==> src/rtl/memory_stage_if.sv <==
// Data-memory bus between the MEM stage (master) and the data memory (slave).
// The master holds address, data and op steady while dmemRequest is high.
interface memory_stage_if;
  logic        dmemRequest;
  logic        dmemWrite;
  logic [31:0] dmemAddress;
  logic [31:0] dmemWriteData;
  logic [31:0] dmemReadData;
  logic        dmemReady;

  modport master (
    output dmemRequest, dmemWrite, dmemAddress, dmemWriteData,
    input  dmemReadData, dmemReady
  );

  modport slave (
    input  dmemRequest, dmemWrite, dmemAddress, dmemWriteData,
    output dmemReadData, dmemReady
  );
endinterface

==> src/rtl/memory_stage.sv <==
// Pipeline MEM stage: variable-latency data-memory access feeding the MEM/WB register,
// with upstream stall, misalignment detection and memory timeout.
module memory_stage #(
  parameter int unsigned TIMEOUT = 255
) (
  input  logic                  clock,
  input  logic                  reset,
  input  logic                  registerWriteIn,
  input  logic                  memoryToRegisterIn,
  input  logic                  memoryWriteIn,
  input  logic                  memoryReadIn,
  input  logic [31:0]           ALUresultIn,
  input  logic [31:0]           writeDataIn,
  input  logic [4:0]            writeRegisterIn,
  memory_stage_if.master        dmem,
  output logic                  stall,
  output logic                  registerWriteOut,
  output logic                  memoryToRegisterOut,
  output logic [31:0]           readDataOut,
  output logic [31:0]           ALUresultOut,
  output logic [4:0]            writeRegisterOut,
  output logic                  alignError,
  output logic                  busError
);

  typedef enum logic {IDLE, WAIT} state_e;

  localparam logic [7:0] LAST_WAIT = 8'(TIMEOUT - 1);

  state_e      state_q, state_d;
  logic [7:0]  cnt_q, cnt_d;

  // Latched access and the control it carries through the wait
  logic        req_q, req_d;
  logic        wr_q, wr_d;
  logic [31:0] addr_q, addr_d;
  logic [31:0] wdata_q, wdata_d;
  logic        lat_rw_q, lat_rw_d;
  logic        lat_m2r_q, lat_m2r_d;
  logic [4:0]  lat_dest_q, lat_dest_d;

  // MEM/WB register
  logic        rw_out_q, rw_out_d;
  logic        m2r_out_q, m2r_out_d;
  logic [31:0] rdata_out_q, rdata_out_d;
  logic [31:0] alu_out_q, alu_out_d;
  logic [4:0]  dest_out_q, dest_out_d;
  logic        align_err_q, align_err_d;
  logic        bus_err_q, bus_err_d;

  logic mem_op;
  logic aligned;

  assign mem_op  = memoryReadIn | memoryWriteIn;
  assign aligned = (ALUresultIn[1:0] == 2'b00);

  always_comb begin
    state_d     = state_q;
    cnt_d       = cnt_q;
    req_d       = req_q;
    wr_d        = wr_q;
    addr_d      = addr_q;
    wdata_d     = wdata_q;
    lat_rw_d    = lat_rw_q;
    lat_m2r_d   = lat_m2r_q;
    lat_dest_d  = lat_dest_q;
    // MEM/WB defaults to a bubble every cycle
    rw_out_d    = 1'b0;
    m2r_out_d   = 1'b0;
    rdata_out_d = 32'd0;
    alu_out_d   = 32'd0;
    dest_out_d  = 5'd0;
    align_err_d = 1'b0;
    bus_err_d   = 1'b0;
    stall       = 1'b0;

    case (state_q)
      IDLE: begin
        if (!mem_op) begin
          rw_out_d   = registerWriteIn;
          m2r_out_d  = memoryToRegisterIn;
          alu_out_d  = ALUresultIn;
          dest_out_d = writeRegisterIn;
        end else if (!aligned) begin
          align_err_d = 1'b1;
        end else begin
          stall      = 1'b1;
          addr_d     = ALUresultIn;
          wdata_d    = writeDataIn;
          wr_d       = memoryWriteIn;  // read+write together is a store
          lat_rw_d   = registerWriteIn;
          lat_m2r_d  = memoryToRegisterIn;
          lat_dest_d = writeRegisterIn;
          req_d      = 1'b1;
          cnt_d      = 8'd0;
          state_d    = WAIT;
        end
      end

      WAIT: begin
        if (dmem.dmemReady) begin
          rw_out_d    = lat_rw_q;
          m2r_out_d   = lat_m2r_q;
          alu_out_d   = addr_q;
          dest_out_d  = lat_dest_q;
          rdata_out_d = wr_q ? 32'd0 : dmem.dmemReadData;
          req_d       = 1'b0;
          state_d     = IDLE;
        end else if (cnt_q == LAST_WAIT) begin
          bus_err_d = 1'b1;
          req_d     = 1'b0;
          state_d   = IDLE;
        end else begin
          stall = 1'b1;
          cnt_d = cnt_q + 8'd1;
        end
      end

      default: state_d = IDLE;
    endcase
  end

  always_ff @(posedge clock) begin
    if (reset) begin
      state_q     <= IDLE;
      cnt_q       <= 8'd0;
      req_q       <= 1'b0;
      wr_q        <= 1'b0;
      addr_q      <= 32'd0;
      wdata_q     <= 32'd0;
      lat_rw_q    <= 1'b0;
      lat_m2r_q   <= 1'b0;
      lat_dest_q  <= 5'd0;
      rw_out_q    <= 1'b0;
      m2r_out_q   <= 1'b0;
      rdata_out_q <= 32'd0;
      alu_out_q   <= 32'd0;
      dest_out_q  <= 5'd0;
      align_err_q <= 1'b0;
      bus_err_q   <= 1'b0;
    end else begin
      state_q     <= state_d;
      cnt_q       <= cnt_d;
      req_q       <= req_d;
      wr_q        <= wr_d;
      addr_q      <= addr_d;
      wdata_q     <= wdata_d;
      lat_rw_q    <= lat_rw_d;
      lat_m2r_q   <= lat_m2r_d;
      lat_dest_q  <= lat_dest_d;
      rw_out_q    <= rw_out_d;
      m2r_out_q   <= m2r_out_d;
      rdata_out_q <= rdata_out_d;
      alu_out_q   <= alu_out_d;
      dest_out_q  <= dest_out_d;
      align_err_q <= align_err_d;
      bus_err_q   <= bus_err_d;
    end
  end

  assign dmem.dmemRequest   = req_q;
  assign dmem.dmemWrite     = wr_q;
  assign dmem.dmemAddress   = addr_q;
  assign dmem.dmemWriteData = wdata_q;

  assign registerWriteOut    = rw_out_q;
  assign memoryToRegisterOut = m2r_out_q;
  assign readDataOut         = rdata_out_q;
  assign ALUresultOut        = alu_out_q;
  assign writeRegisterOut    = dest_out_q;
  assign alignError          = align_err_q;
  assign busError            = bus_err_q;

endmodule

==> src/flat_wrapper.sv <==
// flat-port wrapper written by rule: the top's interface ports become plain ports
module memory_stage_flat 
#(
  parameter int unsigned TIMEOUT = 255
)
  (clock, reset, registerWriteIn, memoryToRegisterIn, memoryWriteIn, memoryReadIn, ALUresultIn, writeDataIn, writeRegisterIn, stall, registerWriteOut, memoryToRegisterOut, readDataOut, ALUresultOut, writeRegisterOut, alignError, busError, dmem_dmemRequest, dmem_dmemWrite, dmem_dmemAddress, dmem_dmemWriteData, dmem_dmemReadData, dmem_dmemReady);
  memory_stage_if dmem_i ();
  input  logic clock;
  input  logic reset;
  input  logic registerWriteIn;
  input  logic memoryToRegisterIn;
  input  logic memoryWriteIn;
  input  logic memoryReadIn;
  input  logic [31:0] ALUresultIn;
  input  logic [31:0] writeDataIn;
  input  logic [4:0] writeRegisterIn;
  output logic stall;
  output logic registerWriteOut;
  output logic memoryToRegisterOut;
  output logic [31:0] readDataOut;
  output logic [31:0] ALUresultOut;
  output logic [4:0] writeRegisterOut;
  output logic alignError;
  output logic busError;
  output wire logic [$bits(dmem_i.dmemRequest)-1:0] dmem_dmemRequest;
  output wire logic [$bits(dmem_i.dmemWrite)-1:0] dmem_dmemWrite;
  output wire logic [$bits(dmem_i.dmemAddress)-1:0] dmem_dmemAddress;
  output wire logic [$bits(dmem_i.dmemWriteData)-1:0] dmem_dmemWriteData;
  input wire logic [$bits(dmem_i.dmemReadData)-1:0] dmem_dmemReadData;
  input wire logic [$bits(dmem_i.dmemReady)-1:0] dmem_dmemReady;
  assign dmem_dmemRequest = dmem_i.dmemRequest;
  assign dmem_dmemWrite = dmem_i.dmemWrite;
  assign dmem_dmemAddress = dmem_i.dmemAddress;
  assign dmem_dmemWriteData = dmem_i.dmemWriteData;
  assign dmem_i.dmemReadData = dmem_dmemReadData;
  assign dmem_i.dmemReady = dmem_dmemReady;
  memory_stage #(.TIMEOUT(TIMEOUT)) u_core (.clock(clock), .reset(reset), .registerWriteIn(registerWriteIn), .memoryToRegisterIn(memoryToRegisterIn), .memoryWriteIn(memoryWriteIn), .memoryReadIn(memoryReadIn), .ALUresultIn(ALUresultIn), .writeDataIn(writeDataIn), .writeRegisterIn(writeRegisterIn), .dmem(dmem_i), .stall(stall), .registerWriteOut(registerWriteOut), .memoryToRegisterOut(memoryToRegisterOut), .readDataOut(readDataOut), .ALUresultOut(ALUresultOut), .writeRegisterOut(writeRegisterOut), .alignError(alignError), .busError(busError));
endmodule
==> config.mk <==
export PLATFORM = sky130hd
export DESIGN_NAME = memory_stage_flat
export DESIGN_NICKNAME = d
export VERILOG_FILES = /design/src/rtl/memory_stage_if.sv /design/src/rtl/memory_stage.sv /design/src/flat_wrapper.sv
export SDC_FILE = /design/constraint.sdc
export NUM_CORES = 1
export LEC_CHECK = 0
export ABC_AREA = 1
export CAP_MARGIN = 20
export CORE_AREA = 2 2 85 169
export DETAILED_ROUTE_END_ITERATION = 10
export DIE_AREA = 0 0 87 171
export PLACE_DENSITY = 0.79
export SYNTH_ARGS = -nofsm -noshare
export SYNTH_HDL_FRONTEND = slang
export SYNTH_SLANG_ARGS = --single-unit
==> constraint.sdc <==
create_clock -name clock -period 2 [get_ports clock]
set_input_delay 0.6 -clock clock [delete_from_list [all_inputs] [get_ports clock]]
set_output_delay 0.6 -clock clock [all_outputs]
set_load 0.02 [all_outputs]
# After elaboration in Yosys (flattened, before gate mapping)
# Cells that the tools add are included.
word_totals:
  ff_bits: 155
  output_inout_bits: 140
  wordCells: 63
  input_bits: 108
op_classes:
  n_eq_ne: 6
  bitwise: 4
  mux: 29
  n_addsub: 1
  reduce_logical: 7
op_table:
  columns: ["operator", "count"]
  rows:
  - ["32-bit two-way mux", 2]
  - ["32-bit case mux with 2 select lines", 1]
  - ["8-bit two-way mux", 4]
  - ["8-bit case mux with 2 select lines", 1]
  - ["1-bit two-way mux", 14]
  - ["5-bit two-way mux", 2]
  - ["5-bit case mux with 2 select lines", 1]
  - ["8-bit by 1-bit adder with 8-bit output, second input constant", 1]
  - ["8-bit equality test, second input constant", 1]
  - ["1-bit case mux with 2 select lines", 4]
  - ["3-bit AND reduction", 2]
  - ["3-bit OR reduction", 2]
  - ["2-bit by 1-bit inequality test with 1-bit output, second input constant", 2]
  - ["2-bit inequality test, second input constant", 2]
  - ["4-bit AND reduction", 1]
  - ["4-bit OR reduction", 1]
  - ["3-bit inequality test, second input constant", 1]
  - ["1-bit NOT", 3]
  - ["2-bit zero test", 1]
  - ["1-bit OR", 1]

# Longest topological paths before layout
# Gate-level depths: netlist of run 1.
logic_depth:
  depth_word: 4
  depth_mapped: 10
  depth_no_buf: 10

# Least setup slack after synthesis of run 1
# Ideal clock, no wire load.
synth_path:
  path_type: "input -> output"
  startpoint: "input port ALUresultIn[0]"
  endpoint: "output port stall"
  setup_slack_ns: 0.265
  path_buffers: 0
  path_stages: 3
  required_time_ns: 1.400
  t_arrival_ns: 1.135
  cell_sequence: "nor2_1 > nand3_4 > nand2_2"
synth_between:
  elab_chain_cells: 4
synth_rtl:
  columns: ["element", "line_no", "source"]
  rows:
  - ["start: declaration", "flat_wrapper.sv:14", "input logic [31:0] ALUresultIn;"]
  - ["2-bit zero test", "memory_stage.sv:55", "assign aligned = (ALUresultIn[1:0] == 2'b00);"]
  - ["1-bit two-way mux", "memory_stage.sv:84", "end else if (!aligned) begin"]
  - ["1-bit two-way mux", "memory_stage.sv:79", "if (!mem_op) begin"]
  - ["1-bit case mux with 2 select lines", "memory_stage.sv:77", "case (state_q)"]
  - ["end: declaration", "flat_wrapper.sv:17", "output logic stall;"]
# Every way passes these cells.

# Worst setup path after layout of run 1
layout_path:
  startpoint: "input port dmem_dmemReady"
  endpoint: "output port stall"
layout_between:
  elab_chain_cells: 2
layout_rtl:
  columns: ["element", "line_no", "source"]
  rows:
  - ["start: declaration", "flat_wrapper.sv:30", "input wire logic [$bits(dmem_i.dmemReady)-1:0] dmem_dmemReady;"]
  - ["1-bit two-way mux", "memory_stage.sv:101", "if (dmem.dmemReady) begin"]
  - ["1-bit case mux with 2 select lines", "memory_stage.sv:77", null]
# Every way passes these cells.

==> results of run 1 <==
==> per-layer routing <==
| metal | global-route usage | vias to the layer above |
|---|---|---|
| met1 | 0.2631 | 2305 |
| li1 | - | 2585 |
| met3 | 0.06175 | 21 |
| met5 | 0 | - |
| met4 | 0.07405 | 0 |
| met2 | 0.3282 | 265 |
==> logic make-up after synthesis <==
kind of cell             after synthesis
AO/OA/AOI/OAI                        153
adder cells (fa/ha/maj)                2
buffers and inverters                125
flip-flops                           155
AND/OR/NAND/NOR                      213
==> cells in the final DEF (no fill, tap or decap), types with 2 or more instances in the layout <==
master	Yosys	routed
inv_1	81	79
dfxtp_1	155	153
clkbuf_16	0	17
nor2_2	0	3
nand2_2	3	5
dfxtp_2	0	2
buf_4	6	26
nor2_4	31	32
inv_6	0	7
inv_2	3	5
dlymetal6s2s_1	0	33
buf_6	1	3
nand2_1	95	93
nand3_1	52	52
o21ai_0	75	75
or2_4	0	2
clkinv_4	0	3
buf_12	0	6
o21ai_1	2	2
dlygate4sd2_1	0	13
inv_8	0	2
a21oi_1	76	76
nor2_1	25	21
clkdlybuf4s50_1	0	200
==> sequential cells by signal, summed over array words and instances (netlist names) <==
signal / cells
u_core.ALUresultOut: 32
u_core.dmem.dmemAddress: 32
u_core.dmem.dmemWriteData: 32
u_core.readDataOut: 32
u_core.cnt_q: 8
u_core.lat_dest_q: 5
u_core.writeRegisterOut: 5
u_core.alignError: 1
u_core.busError: 1
u_core.dmem.dmemRequest: 1
u_core.dmem.dmemWrite: 1
u_core.lat_m2r_q: 1
u_core.lat_rw_q: 1
u_core.memoryToRegisterOut: 1
u_core.registerWriteOut: 1
u_core.state_q: 1
==> worst register-to-register path: cells and delay by family, from the launching register on <==
family / cells / cell delay [ps]
compound gates: 2 / 280
flops: 1 / 350
buf+inv: 3 / 810
simple gates: 1 / 100
==> final cells by class <==
type	count	area, um2	share of cell area
sequential	155	3105	0.3436
timing repair buffer	281	2878	0.3184
multi-input combinational	368	1964	0.2173
clock buffer	18	429.2	0.04748
inverter	84	315.3	0.03488
tap	157	196.4	0.02173
clock inverter	14	147.6	0.01633
antenna	1	2.502	0.0002769
==> report_power, final <==
group / leakage [nW] / total [W] / switching, W / internal [W]
sequential: 1.26 / 0.00326 / 0.0000531 / 0.00321
clock: 0.281 / 0.00314 / 0.00137 / 0.00176
combinational: 2.50 / 0.000938 / 0.000473 / 0.000465
total: 4.05 / 0.00734 / 0.00190 / 0.00544
==> through the flow <==
stage / util / setup TNS [ps] / power (W) / instances
after global placement: 0.6089 / -37960 / 0.004245 / 1041
after detailed placement: 0.6089 / -42750 / 0.004264 / 1041
after floorplan: - / 0 / 0.003739 / 648
final: 0.6616 / -59.72 / 0.007335 / 1078
after global routing: 0.6616 / -123.1 / 0.007621 / 1078
after CTS: 0.6530 / -64.77 / 0.007411 / 1076
==> what timing repair did <==
action,CTS,global route
setup buffers,3,1
gates resized for setup,26,40
pin swaps,4,5
endpoints found under the setup margin,67,35
hold endpoints to repair,0,0
==> how the worst min path moves through the flow <==
stage,start,endpoint
2_1_floorplan,u_core.lat_dest_q[4],u_core.lat_dest_q[4]
3_3_place_gp,u_core.lat_dest_q[1],u_core.lat_dest_q[1]
3_5_place_dp,u_core.lat_dest_q[0],u_core.lat_dest_q[0]
4_1_cts,u_core.lat_dest_q[0],u_core.lat_dest_q[0]
5_1_grt,u_core.lat_dest_q[3],u_core.lat_dest_q[3]
6_report,u_core.lat_dest_q[0],u_core.lat_dest_q[0]
==> reports/metrics.csv, run 1 <==
metric,value,unit
outcome,finished with violations,
violated checks,setup timing,
Hold WS,445.6,ps
"area fraction in and, or, nand and nor cells after synthesis",0.2035,
average wire per cell in the routed design,14.55,um
post-synthesis cell type count,23,
crit path DAT,1460,ps
critical path depth,5,
area of the placeable core,13660,um2
final number of setup-violating endpoints,1,
clock period minus worst slack,2060,ps
summed instance area of the synthesized netlist,5582,um2
vias per inst,4.801,
Synthesized Nets,758,
maximum ir drop on the vdd rail,577.4,uV
Initial Util,0.4086,
"count leader, synth",dfxtp_1,
global-route wire length before repair,24450,um
cell leakage power,4.048,nW
PwrDens,811.6,nW/um2
headroom to the max-slew limit,0.7312,
flop2flop setup slack,390,ps
WHS Path Cells,2,
area share of the largest cell type after synthesis,0.5559,
launching element of the worst setup path,dmem_dmemReady,
area enclosed by the die boundary,14880,um2
number of antenna violations at the first check in global routing,1,
fmax,485.5,MHz
met3 wire len,1465,um
Pins Over Slew Limit,0,
DRC Markers,0,
relative area change from synthesis to final layout,61.94,%
Critical Path RT,1400,ps
crit path cell chain,clkdlybuf4s50_1 -> nor2_2 -> nand2_2 -> nand2_2 -> buf_6,
x dimension of the die,87,um
fraction of layout instances using a drive strength above 1,0.1272,
total count of hold-check failures in the final report,0,
Max Buffers Root-to-Sink,2,
post-synthesis async set-or-reset flop share,0,
top cell type by total area after synthesis,dfxtp_1,
number of port buffers,247,
RSZ-0062 raised after global routing,true,
reported max-cap violation count,0,
"CTS clk-pin slew, worst paths",60,ps
metal1 wirelength,6598,um
met2 wirelength from detailed routing,7303,um
kind of end point of the critical path,output pin,
Rows,61,
fill cell total of the finished layout,1046,
DP HPWL,10830,um
DP Area,8319,um2
Layout Skew,9.378,ps
startpoint of the worst-slack reg-to-reg timing path,u_core.state_q,
global placement routability congestion,0.7921,
leading post-synthesis cells by instance count,"155 x dfxtp_1, 95 x nand2_1, 81 x inv_1, 76 x a21oi_1, 75 x o21ai_0",
cell with the biggest individual delay on the critical path,clkdlybuf4s50_1,
Cells after Synth,648,
critical path peak fanout,2,
final worst path period share,1.030,
element type at the critical path start,input port,
Register-to-Register Path Depth,6,
clock latency at the later pin of the worst-skew pair,410,ps
routed vias,5176,
number of synthesized register bits,155,
number of buffers inserted for hold repair after clock tree synthesis,0,
vias in the first global route,5004,
proportion of synthesized chip area in sequential cells,0.5559,
adder and majority gate portion of the synthesized area,0.004483,
Mean Syn Cell Area,8.614,um2
top layer in use,met4,
leading cell types by total area after synthesis,"dfxtp_1 56%, a21oi_1 6.8%, o21ai_0 6.7%, nand2_1 6.4%, nor2_4 6.3%",
Final Net Count,1017,
number of detailed-routing iterations run before antenna repair,5,
number of DRC markers after the initial detailed-route iteration,196,
critical setup path kind,in -> out,
number of enable flip-flop cells after synthesis,0,
DP Worst Slack,-795.0,ps
clock tree from TritonCTS,done,
combinational family with the most area after synthesis,simple AND/OR/NAND/NOR gates,
number of nets with antenna violations after detailed routing,0,
TritonCTS buffer count,17,
min setup slack post-route,-59.72,ps
Die Span Y,171,um
GRT Resource Usage Total,0.2066,
kind of cell adding the most delay to the critical path,buffers and inverters,
slew at the pin closest to its max-slew limit,403.3,ps
number of H-tree levels,4,
number of sinks handled by clock tree synthesis,155,
CP Buf/Inv Count,2,
"Remaining Overflow, GRT",0,
prevailing post-synth register cell,dfxtp_1,
library cell used as clock root buffer,clkbuf_16,
class of the tightest hold or removal check,reg -> reg,
Boundary Pins,248,
post-synthesis share of cell area spent on xor and xnor gates,0,
cell with the most instances on the worst path,nand2_2,
worst stage delay on the critical path,430,ps
Post-Route WL,15680,um
synth warn,0,
"synthesized-area fraction occupied by ao, oa, aoi and oai cells",0.1372,
Critical R2R Capture,u_core.dmem.dmemAddress[27],
maximum number of pins on one net before global-route repair,54,
last element of the critical path,stall,
area of all placed cells without fillers,9039,um2
multiplexer share of the synthesized area,0,
Power figures use the tool's default switching activity.
==> run 2: changes to the inputs <==
- SKIP_CTS_REPAIR_TIMING: default -> 1
==> run 2 against run 1 <==
Compared with the run above:
- the flow still finishes with violations (setup timing)
- combinational power rose by 0.7%
- maximum frequency fell by 1.5%
- non-clock buffer count is 1 lower
- sequential power hardly changed
- sequential share of layout area is 0.19 points lower
- first-iteration DRC count up 26%
- critical path type unchanged
==> reports/metrics.csv, run 2 (synthesis results as in run 1) <==
metric,value,unit
fraction of layout instances using a drive strength above 1,0.1262,
maximum number of pins on one net before global-route repair,54,
power share of the combinational group,0.129,
DP Area,8319,um2
final core utilization,0.6654,
Final Net Count,1016,
Seq pwr share,0.444,
fill cell total of the finished layout,1039,
Post-Route WL,15810,um
"top library cells by usage in the layout, fill and taps aside","200 x clkdlybuf4s50_1, 153 x dfxtp_1, 93 x nand2_1",
number of DRC markers after the initial detailed-route iteration,246,
clock network fraction of total power,0.427,
critical setup path kind,in -> out,
library cell used as clock root buffer,clkbuf_16,
DRC Markers,0,
Rows,61,
DP HPWL,10830,um
number of nets with antenna violations after detailed routing,0,
number of antenna violations at the first check in global routing,1,
final number of setup-violating endpoints,1,
clock latency at the later pin of the worst-skew pair,410,ps
area enclosed by the die boundary,14880,um2
GRT Resource Usage Total,0.2049,
"most common cell after layout, fill and taps aside",clkdlybuf4s50_1,
fmax,478.1,MHz
RSZ-0062 raised after global routing,true,
area of the placeable core,13660,um2
PwrDens,807.8,nW/um2
final worst path period share,1.046,
cell leakage power,4.196,nW
global placement routability congestion,0.7921,
area occupied by multi-input gates,1969,um2
"Remaining Overflow, GRT",0,
Max Buffers Root-to-Sink,2,
Hold WS,447.2,ps
internal power consumption,0.005441,W
clock tree from TritonCTS,done,
switching power share of the total,0.2591,
Pins Over Slew Limit,0,
crit path DAT,1490,ps
x dimension of the die,87,um
FF/Latch Area,3105,um2
number of port buffers,247,
number of sinks handled by clock tree synthesis,155,
min setup slack post-route,-91.62,ps
TritonCTS buffer count,17,
"CTS clk-pin slew, worst paths",60,ps
violated checks,setup timing,
routed vias,5202,
outcome,finished with violations,
Layout Skew,8.491,ps
vias per inst,4.826,
slew at the pin closest to its max-slew limit,368.7,ps
Initial Util,0.4086,
reported max-cap violation count,0,
global-route wire length before repair,24240,um
Die Span Y,171,um
kind of end point of the critical path,output pin,
headroom to the max-slew limit,0.7542,
average wire per cell in the routed design,14.66,um
area of all placed cells without fillers,9090,um2
number of H-tree levels,4,
vias in the first global route,4965,
class of the tightest hold or removal check,reg -> reg,
flop2flop setup slack,370,ps
relative area change from synthesis to final layout,62.86,%
total count of hold-check failures in the final report,0,
maximum ir drop on the vdd rail,583.7,uV
element type at the critical path start,input port,
total net switching power,0.001902,W
Critical Path RT,1400,ps
number of detailed-routing iterations run before antenna repair,4,
critical path peak fanout,2,
Boundary Pins,248,
clock period minus worst slack,2092,ps
run 2: cell type report:
cell class,instances,area share
diodes,2,0.0005506
clock buffers,18,0.04721
clock inverters,14,0.01624
inverters,84,0.03469
multi-input cells,368,0.2167
flip-flops and latches,155,0.3416
well taps,157,0.02161
repair buffers,280,0.3214
run 2: stage by stage:
| stage | TNS (ps) | std cells | worst slack, ps | total power, W |
|---|---|---|---|---|
| floorplan | 0 | 648 | 265.1 | 0.003739 |
| global placement | -37960 | 1041 | -766.5 | 0.004245 |
| detailed placement | -42750 | 1041 | -795.0 | 0.004264 |
| CTS | -9149 | 1073 | -809.0 | 0.007409 |
| global route | -148.1 | 1077 | -148.1 | 0.007627 |
| finish | -91.62 | 1078 | -91.62 | 0.007343 |
run 2: worst max-delay path, cell delays in order:
cell	delay, ps
clkdlybuf4s50_1	430
nor2_2	170
nand2_2	100
nand2_4	80
buf_6	110
run 2: path summary, 6_finish.rpt:
kind | from | to | cells past startpoint
worst max register to register | u_core.state_q | u_core.dmem.dmemAddress[21] | 6
worst min-delay path | u_core.lat_dest_q[0] | u_core.lat_dest_q[0] | 2
worst min register to register | u_core.lat_dest_q[0] | u_core.lat_dest_q[0] | 2
worst max-delay path | dmem_dmemReady | stall | 5
run 2: power by group through the flow:
stage          logic [W]  registers, W  clock network [W]
5_1_grt          0.00102       0.00327            0.00334
2_1_floorplan   0.000289       0.00345                  0
6_report        0.000945       0.00326            0.00314
3_3_place_gp    0.000919       0.00333                  0
4_1_cts         0.000943       0.00326            0.00321
3_5_place_dp    0.000935       0.00333                  0
run 2: metal layers:
metal  global-route usage  routed length (um)
met3              0.06175                1487
met1               0.2640                6541
met4              0.07473                 384
met5                    0                   0
met2               0.3213                7395
